--- src/rtl/code_conv_pkg.sv ---
// Shared types and constants for the streaming code converter.
// Error checking in the top is enabled by defining CODE_CONV_ERR_CHECK_EN.
package code_conv_pkg;

    typedef enum logic [2:0] {
        OP_BIN2GRAY = 3'd0,
        OP_GRAY2BIN = 3'd1,
        OP_BIN2BCD  = 3'd2,
        OP_BCD2BIN  = 3'd3,
        OP_BCD2EX3  = 3'd4,
        OP_EX32BCD  = 3'd5,
        OP_BIN2EX3  = 3'd6,
        OP_RSVD     = 3'd7
    } op_e;

    typedef enum logic [1:0] {
        IDLE = 2'd0,
        CONV = 2'd1,
        OUT  = 2'd2
    } state_e;

    typedef enum logic [1:0] {
        ITER_DD_BCD = 2'd0,
        ITER_DD_EX3 = 2'd1,
        ITER_ACC    = 2'd2
    } iter_mode_e;

    localparam logic [3:0] BCD_DIGIT_MAX = 4'd9;
    localparam logic [3:0] EX3_OFFSET    = 4'd3;

    function automatic int clog2(input int value);
        int result;
        result = 0;
        for (int i = 0; i < 31; i++) begin
            if ((32'sd1 <<< i) < value) begin
                result = i + 1;
            end
        end
        return result;
    endfunction

endpackage

--- src/rtl/code_conv_iter_unit.sv ---
// Iterative engine: double-dabble (binary to BCD/excess-3) and BCD digit
// accumulation (BCD to binary). Loaded by start, signals its final step on last.
module code_conv_iter_unit
    import code_conv_pkg::*;
#(
    parameter int WIDTH  = 8,
    parameter int DIGITS = 3,
    parameter int DATA_W = 12
) (
    input  logic              clk,
    input  logic              rst,
    input  logic              start,
    input  iter_mode_e        mode,
    input  logic [DATA_W-1:0] operand,
    output logic              last,
    output logic [DATA_W-1:0] result,
    output logic              ovf
);

    localparam int BCD_W = 4 * DIGITS;
    localparam int MAXIT = (WIDTH > DIGITS) ? WIDTH : DIGITS;
    localparam int IT_W  = clog2(MAXIT + 1);
    localparam logic [IT_W-1:0] DD_LAST  = IT_W'(WIDTH - 1);
    localparam logic [IT_W-1:0] ACC_LAST = IT_W'(DIGITS - 1);

    logic              run_r;
    iter_mode_e        mode_r;
    logic [IT_W-1:0]   cnt_r;
    logic [WIDTH-1:0]  bin_r;
    logic [BCD_W-1:0]  bcd_r;
    logic [WIDTH-1:0]  acc_r;
    logic              ovf_r;

    logic [BCD_W-1:0]  adj_s;
    logic [BCD_W-1:0]  dd_next_s;
    logic [BCD_W-1:0]  ex3_s;
    logic [WIDTH+3:0]  acc_wide_s;
    logic [3:0]        digit_s;
    logic              ovf_next_s;

    // One iteration step; a carry out of the top BCD digit means the value no longer fits
    always_comb begin
        adj_s = bcd_r;
        for (int i = 0; i < DIGITS; i++) begin
            if (bcd_r[4*i +: 4] > 4'd4) begin
                adj_s[4*i +: 4] = bcd_r[4*i +: 4] + 4'd3;
            end else begin
                adj_s[4*i +: 4] = bcd_r[4*i +: 4];
            end
        end
        dd_next_s = {adj_s[BCD_W-2:0], bin_r[WIDTH-1]};
        ex3_s     = dd_next_s;
        for (int i = 0; i < DIGITS; i++) begin
            ex3_s[4*i +: 4] = dd_next_s[4*i +: 4] + EX3_OFFSET;
        end
        digit_s    = bcd_r[BCD_W-1 -: 4];
        acc_wide_s = {1'b0, acc_r, 3'b000} + {3'b000, acc_r, 1'b0} + {{WIDTH{1'b0}}, digit_s};
        if (mode_r == ITER_ACC) begin
            ovf_next_s = ovf_r | (|acc_wide_s[WIDTH+3:WIDTH]);
        end else begin
            ovf_next_s = ovf_r | adj_s[BCD_W-1];
        end
    end

    // Result view of the step currently being taken
    always_comb begin
        result = {DATA_W{1'b0}};
        case (mode_r)
            ITER_ACC:    result[WIDTH-1:0] = acc_wide_s[WIDTH-1:0];
            ITER_DD_EX3: result[BCD_W-1:0] = ex3_s;
            ITER_DD_BCD: result[BCD_W-1:0] = dd_next_s;
            default:     result[BCD_W-1:0] = dd_next_s;
        endcase
        if (run_r && (cnt_r == ((mode_r == ITER_ACC) ? ACC_LAST : DD_LAST))) begin
            last = 1'b1;
        end else begin
            last = 1'b0;
        end
    end

    assign ovf = ovf_next_s;

    // Iteration registers
    always_ff @(posedge clk or posedge rst) begin
        if (rst) begin
            run_r  <= 1'b0;
            mode_r <= ITER_DD_BCD;
            cnt_r  <= {IT_W{1'b0}};
            bin_r  <= {WIDTH{1'b0}};
            bcd_r  <= {BCD_W{1'b0}};
            acc_r  <= {WIDTH{1'b0}};
            ovf_r  <= 1'b0;
        end else if (start) begin
            run_r  <= 1'b1;
            mode_r <= mode;
            cnt_r  <= {IT_W{1'b0}};
            bin_r  <= operand[WIDTH-1:0];
            bcd_r  <= (mode == ITER_ACC) ? operand[BCD_W-1:0] : {BCD_W{1'b0}};
            acc_r  <= {WIDTH{1'b0}};
            ovf_r  <= 1'b0;
        end else if (run_r) begin
            cnt_r <= cnt_r + IT_W'(1'b1);
            ovf_r <= ovf_next_s;
            if (mode_r == ITER_ACC) begin
                acc_r <= acc_wide_s[WIDTH-1:0];
                bcd_r <= bcd_r << 3'd4;
            end else begin
                bin_r <= bin_r << 1'b1;
                bcd_r <= dd_next_s;
            end
            if (last) begin
                run_r <= 1'b0;
            end
        end
    end

endmodule

--- src/rtl/code_converter_stream.sv ---
// Streaming code converter with valid/ready request and result channels.
// Define CODE_CONV_ERR_CHECK_EN to drive m_err; otherwise m_err stays 0.
module code_converter_stream
    import code_conv_pkg::*;
#(
    parameter int WIDTH  = 8,
    parameter int DIGITS = 3,
    parameter int TAG_W  = 4,
    parameter int CNT_W  = 16,
    localparam int DATA_W = (WIDTH > 4 * DIGITS) ? WIDTH : 4 * DIGITS
) (
    input  logic              clk,
    input  logic              rst,
    input  logic              s_valid,
    output logic              s_ready,
    input  logic [2:0]        s_op,
    input  logic [TAG_W-1:0]  s_tag,
    input  logic [DATA_W-1:0] s_data,
    output logic              m_valid,
    input  logic              m_ready,
    output logic [DATA_W-1:0] m_data,
    output logic [TAG_W-1:0]  m_tag,
    output logic              m_err,
    output logic              busy,
    output logic [CNT_W-1:0]  done_cnt
);

    localparam int BCD_W = 4 * DIGITS;
`ifdef CODE_CONV_ERR_CHECK_EN
    localparam logic ERR_EN = 1'b1;
`else
    localparam logic ERR_EN = 1'b0;
`endif

    state_e            state_r, state_next_s;
    logic              s_ready_r, m_valid_r, busy_r, m_err_r, pre_err_r;
    logic [DATA_W-1:0] m_data_r;
    logic [TAG_W-1:0]  m_tag_r;
    logic [CNT_W-1:0]  done_cnt_r;

    op_e               op_s;
    logic              accept_s, handshake_s, to_conv_s, one_err_s;
    logic              bcd_bad_s, ex3_bad_s;
    logic [WIDTH-1:0]  bin_in_s, gray_s, gbin_s;
    logic [BCD_W-1:0]  bcd2ex3_s, ex32bcd_s;
    logic [DATA_W-1:0] one_data_s;
    iter_mode_e        iter_mode_s;
    logic              iter_last_s, iter_ovf_s;
    logic [DATA_W-1:0] iter_result_s;

    assign op_s        = op_e'(s_op);
    assign accept_s    = s_valid && s_ready_r;
    assign handshake_s = m_valid_r && m_ready;

    // Single-cycle conversions and digit validity on the raw operand
    always_comb begin
        logic [3:0] dig;
        dig       = 4'd0;
        bin_in_s  = s_data[WIDTH-1:0];
        gray_s    = bin_in_s ^ (bin_in_s >> 1'b1);
        gbin_s    = {WIDTH{1'b0}};
        for (int i = 0; i < WIDTH; i++) begin
            gbin_s[i] = ^(bin_in_s >> i);
        end
        bcd_bad_s = 1'b0;
        ex3_bad_s = 1'b0;
        bcd2ex3_s = {BCD_W{1'b0}};
        ex32bcd_s = {BCD_W{1'b0}};
        for (int d = 0; d < DIGITS; d++) begin
            dig = s_data[4*d +: 4];
            bcd_bad_s = bcd_bad_s | (dig > BCD_DIGIT_MAX);
            ex3_bad_s = ex3_bad_s | (dig < EX3_OFFSET) | (dig > 4'd12);
            bcd2ex3_s[4*d +: 4] = dig + EX3_OFFSET;
            ex32bcd_s[4*d +: 4] = dig - EX3_OFFSET;
        end
    end

    // Opcode routing: immediate result or hand-off to the iterative engine
    always_comb begin
        one_data_s  = {DATA_W{1'b0}};
        one_err_s   = 1'b0;
        to_conv_s   = 1'b0;
        iter_mode_s = ITER_DD_BCD;
        case (op_s)
            OP_BIN2GRAY: one_data_s[WIDTH-1:0] = gray_s;
            OP_GRAY2BIN: one_data_s[WIDTH-1:0] = gbin_s;
            OP_BCD2EX3: begin
                one_data_s[BCD_W-1:0] = bcd2ex3_s;
                one_err_s             = bcd_bad_s;
            end
            OP_EX32BCD: begin
                one_data_s[BCD_W-1:0] = ex32bcd_s;
                one_err_s             = ex3_bad_s;
            end
            OP_BIN2BCD: begin
                to_conv_s   = 1'b1;
                iter_mode_s = ITER_DD_BCD;
            end
            OP_BIN2EX3: begin
                to_conv_s   = 1'b1;
                iter_mode_s = ITER_DD_EX3;
            end
            OP_BCD2BIN: begin
                to_conv_s   = 1'b1;
                iter_mode_s = ITER_ACC;
            end
            default: one_err_s = 1'b1;
        endcase
    end

    code_conv_iter_unit #(
        .WIDTH  (WIDTH),
        .DIGITS (DIGITS),
        .DATA_W (DATA_W)
    ) u_iter (
        .clk     (clk),
        .rst     (rst),
        .start   (accept_s && to_conv_s),
        .mode    (iter_mode_s),
        .operand (s_data),
        .last    (iter_last_s),
        .result  (iter_result_s),
        .ovf     (iter_ovf_s)
    );

    // Next-state logic
    always_comb begin
        state_next_s = state_r;
        case (state_r)
            IDLE: begin
                if (accept_s) begin
                    state_next_s = to_conv_s ? CONV : OUT;
                end else begin
                    state_next_s = IDLE;
                end
            end
            CONV: begin
                if (iter_last_s) begin
                    state_next_s = OUT;
                end else begin
                    state_next_s = CONV;
                end
            end
            OUT: begin
                if (m_ready) begin
                    state_next_s = IDLE;
                end else begin
                    state_next_s = OUT;
                end
            end
            default: state_next_s = IDLE;
        endcase
    end

    // State and registered handshake/status flags
    always_ff @(posedge clk or posedge rst) begin
        if (rst) begin
            state_r   <= IDLE;
            s_ready_r <= 1'b1;
            m_valid_r <= 1'b0;
            busy_r    <= 1'b0;
        end else begin
            state_r   <= state_next_s;
            s_ready_r <= (state_next_s == IDLE);
            m_valid_r <= (state_next_s == OUT);
            busy_r    <= (state_next_s != IDLE);
        end
    end

    // Result payload; held unchanged for the whole OUT phase
    always_ff @(posedge clk or posedge rst) begin
        if (rst) begin
            m_data_r  <= {DATA_W{1'b0}};
            m_tag_r   <= {TAG_W{1'b0}};
            m_err_r   <= 1'b0;
            pre_err_r <= 1'b0;
        end else if (accept_s) begin
            m_tag_r   <= s_tag;
            pre_err_r <= ERR_EN & bcd_bad_s & (op_s == OP_BCD2BIN);
            if (!to_conv_s) begin
                m_data_r <= one_data_s;
                m_err_r  <= ERR_EN & one_err_s;
            end
        end else if ((state_r == CONV) && iter_last_s) begin
            m_data_r <= iter_result_s;
            m_err_r  <= ERR_EN & (pre_err_r | iter_ovf_s);
        end
    end

    // Saturating count of delivered results
    always_ff @(posedge clk or posedge rst) begin
        if (rst) begin
            done_cnt_r <= {CNT_W{1'b0}};
        end else if (handshake_s && (done_cnt_r != {CNT_W{1'b1}})) begin
            done_cnt_r <= done_cnt_r + CNT_W'(1'b1);
        end
    end

    assign s_ready  = s_ready_r;
    assign m_valid  = m_valid_r;
    assign m_data   = m_data_r;
    assign m_tag    = m_tag_r;
    assign m_err    = m_err_r;
    assign busy     = busy_r;
    assign done_cnt = done_cnt_r;

endmodule

--- config.mk ---
export PLATFORM = sky130hd
export DESIGN_NAME = code_converter_stream
export DESIGN_NICKNAME = d
export VERILOG_FILES = /design/src/rtl/code_conv_pkg.sv /design/src/rtl/code_conv_iter_unit.sv /design/src/rtl/code_converter_stream.sv
export SDC_FILE = /design/constraint.sdc
export NUM_CORES = 1
export LEC_CHECK = 0
export ABC_AREA = 1
export ABC_CLOCK_PERIOD_IN_PS = 7200
export CAP_MARGIN = 10
export CORE_ASPECT_RATIO = 0.9
export CORE_MARGIN = 5
export CORE_UTILIZATION = 50
export CTS_BUF_LIST = sky130_fd_sc_hd__clkbuf_4 sky130_fd_sc_hd__clkbuf_8
export DETAILED_ROUTE_END_ITERATION = 10
export PLACE_DENSITY_LB_ADDON = 0.05
export RECOVER_POWER = 50
export SLEW_MARGIN = 10
export SYNTH_ARGS = -nofsm -noshare
export SYNTH_HDL_FRONTEND = slang
export SYNTH_HIERARCHICAL = 1
export SYNTH_SLANG_ARGS = --single-unit
--- constraint.sdc ---
create_clock -name clk -period 7.2 [get_ports clk]
set_clock_uncertainty 0.2 [all_clocks]
set_input_delay 0.72 -clock clk [delete_from_list [all_inputs] [get_ports clk]]
set_output_delay 0.72 -clock clk [all_outputs]
set_load 0.1 [all_outputs]
Yosys cells after proc, flatten, opt, wreduce, memory -nomap -nowiden
Index checks and enable logic that the tools add are counted.
W data, S select, Z words.
Cells by class
  equal/unequal tests: 16
  multiplexer cells: 37
  bitwise operators: 1
  reductions and logical operators: 25
  add/subtract/negate cells: 16
  $lt $le $gt $ge: 3
Operators with widths (count)
  $mux W12: 7
  $reduce_xor A8 Y1: 8
  $add A4 B2 Y4 const B: 8
  $pmux W8 S4: 1
  $mux W8: 3
  $mux W7: 3
  $add A16 B1 Y16 const B: 1
  $mux W4: 4
  $ne A16 B16 Y1 const B: 1
  $pmux W4 S2: 2
  $pmux W8 S2: 1
  $gt A4 B3 Y1 const B: 3
  $sub A4 B2 Y4 const B: 3
  $eq A3 B3 Y1 const B: 3
  $add A8 B4 Y8: 1
  $add A8 B8 Y8: 1
  $eq A2 B2 Y1 const B: 4
  $mux W1: 8
  $mux W2: 4
  $reduce_bool A2 Y1: 4
  $xor A8 B7 Y8: 1
  $eq A3 B2 Y1 const B: 2
  $logic_and A1 B1 Y1: 6
  $mux W3: 2
  13 further kinds: 17
Word-level totals
  input port bits: 23
  output and inout port bits: 36
  word-level logic and storage cells: 112
  flip-flop bits (word level): 72

Longest topological paths before layout
  depth after elaboration: 8
  mapped depth: 14
  mapped depth without buffers: 14

Hierarchy
Netlist, hierarchy kept.
Modules (own cells, without submodules)
  code_conv_iter_unit: area an instance 2836.5 um^2, cells an instance 387, instances 1
  code_converter_stream: area an instance 2459.9 um^2, cells an instance 346, instances 1

Worst setup path after synthesis
OpenSTA, ideal clock, no wires.
  path type: register to register
  from: register s_ready_r (netlist: s_ready)
  to: register u_iter.bin_r[7]
  arrival time: 2206 ps
  slack: 4668 ps
  cell stages (with the launch flop): 12
  library setup time: 126 ps
  path through: dfstp_2 > nand2_2 > inv_2 > nand2_1 > inv_2 > buf_4 > inv_2 > nand2_1 > inv_2 > nor2_2 > buf_2 > o21ai_0
On the way
  cells in the longest elaborated chain, start to end: 4
  elaborated cells between the ends (all ways): 6
  those cells by class: eq/ne: 1; mux: 1; reduce/logical: 4
Ends and longest elaborated chain
  start: declaration: RTL line code_converter_stream.sv:36  | logic s_ready_r, m_valid_r, busy_r, m_err_r, pre_err_r;
  start signal: assignment: RTL line code_converter_stream.sv:164  | s_ready_r <= (state_next_s == IDLE);
  $logic_and A1 B1 Y1 *: RTL line code_converter_stream.sv:52  | assign accept_s = s_valid && s_ready_r;
  $logic_and A1 B1 Y1 *: RTL line code_converter_stream.sv:118  | .start (accept_s && to_conv_s),
  $ne A2 B1 Y1 (no source line) / $reduce_bool A2 Y1 (equally long branches)
  $reduce_and A2 Y1 (no source line)
  end signal: assignment: RTL line code_conv_iter_unit.sv:89  | bin_r <= {WIDTH{1'b0}};
  end signal: assignment: RTL line code_conv_iter_unit.sv:97  | bin_r <= operand[WIDTH-1:0];
  end signal: assignment: RTL line code_conv_iter_unit.sv:108  | bin_r <= bin_r << 1'b1;
  end: declaration: RTL line code_conv_iter_unit.sv:29  | logic [WIDTH-1:0] bin_r;
Every way passes the cells marked *; elsewhere a longest branch is shown, timed or not.
A chain may end at the register's enable or synchronous reset.

Final worst setup path
  from: input port s_valid
  to: register u_iter.bcd_r[9]
On the way
  cells in the longest elaborated chain, start to end: 3
  elaborated cells between the ends (all ways): 4
  those cells by class: mux: 1; reduce/logical: 3
Ends and longest elaborated chain
  start: declaration: RTL line code_converter_stream.sv:14  | input logic s_valid,
  $logic_and A1 B1 Y1 *: RTL line code_converter_stream.sv:52
  $logic_and A1 B1 Y1 *: RTL line code_converter_stream.sv:118
  $mux W12 / $reduce_bool A2 Y1 (equally long branches)
  end signal: assignment: RTL line code_conv_iter_unit.sv:90  | bcd_r <= {BCD_W{1'b0}};
  end signal: assignment: RTL line code_conv_iter_unit.sv:98  | bcd_r <= (mode == ITER_ACC) ? operand[BCD_W-1:0] : {BCD_W{1'b0}};
  end signal: assignment: RTL line code_conv_iter_unit.sv:106  | bcd_r <= bcd_r << 3'd4;
  end: declaration: RTL line code_conv_iter_unit.sv:30  | logic [BCD_W-1:0] bcd_r;
Marked as above.

==> impl_metrics.tcl <==
set metrics [dict create \
    design.die.area_um2 12100 \
    fmax_mhz 286 \
    routedWlPerCell_um 15.0 \
    routed_wirelength_um 12900 \
    cts_setup_buffers 0 \
    powerDensity_nw_per_um2 494 \
    postRouteAntennaNets 0 \
    netlist_area_um2 4990 \
    violations "max-capacitance violations, max-slew violations" \
    arrival_ns 3.56 \
    cp-start-kind "input pin" \
    cts_root_buf "clkbuf_8" \
    grt_pass1_wl_um 21800 \
    viasPerCell 5.31 \
    max_cap_violations 2 \
    worst_pin_slew_ns 2.01 \
    yosys_warnings 6 \
    place_hpwl_um 9970 \
    die_h_um 105 \
    finalSetupViolations 0 \
    hold_viol 0 \
    avgSynthCellArea_um2 7.38 \
    port_buffers 57 \
    num_io_pins 59 \
    clk_pin_slew_worst_paths_ns 0.08 \
    cts_buffers 9 \
    post_cts_resized 0 \
    path_class "in2reg" \
    core_area_um2 9700 \
    grt_max_degree 38 \
    diodes 0 \
    crit_chain "dlygate4sd3_1 > nand2_1 > inv_1 > nand2_1 > inv_2 > nor2_2 > inv_1 > or2_2 > a22oi_1" \
    status "finished, violations left" \
    fin_hold_ws_ns 0.286 \
    grtUsageTotal_pct 22.3 \
    htree_levels 3 \
    die_width_um 115 \
    cts_buffer_depth 2 \
    start_util_pct 51.4 \
    syn_to_final_growth_pct 16.2 \
    drive_above_1_share_pct 5.45 \
    cp-end-kind "flop" \
    slowest_delay_ns 0.53 \
    crit_fanout 26 \
    initialDrtViolationCount 290 \
    rsz0062_at_grt "no" \
    grt_pass1_vias 4500 \
    period_share_pct 48.6 \
    place_congestion 0.896 \
    slew_headroom_pct -33.8 \
    final.setup.tns_ns 0 \
    slowest_stage "dlygate4sd3_1" \
    hp-class "reg2reg" \
    p_leak_nw 2.89 \
    antenna_found_initial 0 \
    synthCells 676 \
    placementRows 34 \
    period_minus_slack_ns 3.50 \
    ir_worst_vdd_uv 270 \
    cp_data_required_time_ns 7.27 \
    drt-pass1-iter-count 8 \
    syn_nets 730 \
    slew_violations 73 \
    final_nets 783 \
    gr-total-overflow 0 \
    drc 0 \
    clkSinkCount 71 \
    tritoncts "done" \
    worstSkewPairLatency_ns 0.36 \
    vias 4567 \
    hold_buffers 0 \
]
## critical path: cells and delay by family
kind                   cells  cell delay (ns)
AOI/OAI and AO/OA          1             0.15
buffers and inverters      4             1.21
and+or+nand+nor            4             1.49
## layer usage
metal / track usage, % / part of all wire (%) / vias up
met1: 30.7 / 45 / 2128
li1: - / - / 2303
met5: 0 / 0 / -
met3: 4.91 / 6.3 / 12
met4: 4.61 / 1.1 / 0
met2: 36.2 / 47 / 124
## metrics by stage
| stage | instance area, um^2 | cells | power [W] | setup slack [ns] | utilization, % |
|---|---|---|---|---|---|
| floorplan | 4990 | 676 | 0.00210 | 4.67 | - |
| global placement | 5630 | 844 | 0.00252 | 3.85 | 58.0 |
| detailed placement | 5630 | 844 | 0.00255 | 3.79 | 58.0 |
| CTS | 5810 | 860 | 0.00287 | 4.15 | 59.9 |
| global route | 5790 | 860 | 0.00309 | 3.43 | 59.7 |
| finish | 5790 | 860 | 0.00286 | 3.70 | 59.7 |
## power by group
part | internal, W | leakage [nW] | switching, W
clock | 0.000136 | 0.0930 | 0.000167
combinational | 0.000552 | 1.91 | 0.00131
sequential | 0.000565 | 0.884 | 0.000127
total | 0.00125 | 2.89 | 0.00161
## cell usage in the layout, fill, tap and decap left out, drive strengths merged, types with 4 or more instances in the layout
cell type and instances:
nand2 178, inv 98, dfrtp 70, nor2 57
clkdlybuf4s50 54, o21ai 50, a21oi 40, nand3 35
ha 29, xor2 23, a22oi 14, xnor2 12
clkbuf 12, nor3 7, or2 7, nand4 6
o221ai 5, o22ai 5, a221oi 4
## final cells by class
type,count,area [um^2]
Timing Repair Buffer,59,578
Sequential cell,71,1780
Clock buffer,10,138
Multi-Input combinational cell,492,2740
Inverter,96,360
Tap cell,126,158
Fill cell,954,3910
Clock inverter,6,43.8
## flip-flops by register name, summed over array words and instances, names as in the netlist
signal,cells
u_iter/bcd_r,12
m_data,12
u_iter/run_r,1
u_iter/bin_r,8
busy,1
u_iter/mode_r,2
m_valid,1
u_iter/cnt_r,4
u_iter/acc_r,7
m_tag,4
done_cnt,16
s_ready,1
state_r,2
## final timing paths
check                          from         endpoint  slack [ns]  cells after the start
max                         s_valid  u_iter/bcd_r[9]        3.70                      9
min                        m_tag[0]         m_tag[0]        0.29                      2
max reg2reg                 s_ready  u_iter/bin_r[1]        4.08                      9
min reg2reg                m_tag[0]         m_tag[0]        0.29                      2
max in group asynchronous       rst        m_data[3]        4.28                      3
min in group asynchronous       rst  u_iter/bcd_r[4]        1.31                      3
No activity file was read; power rests on OpenSTA's default activity.
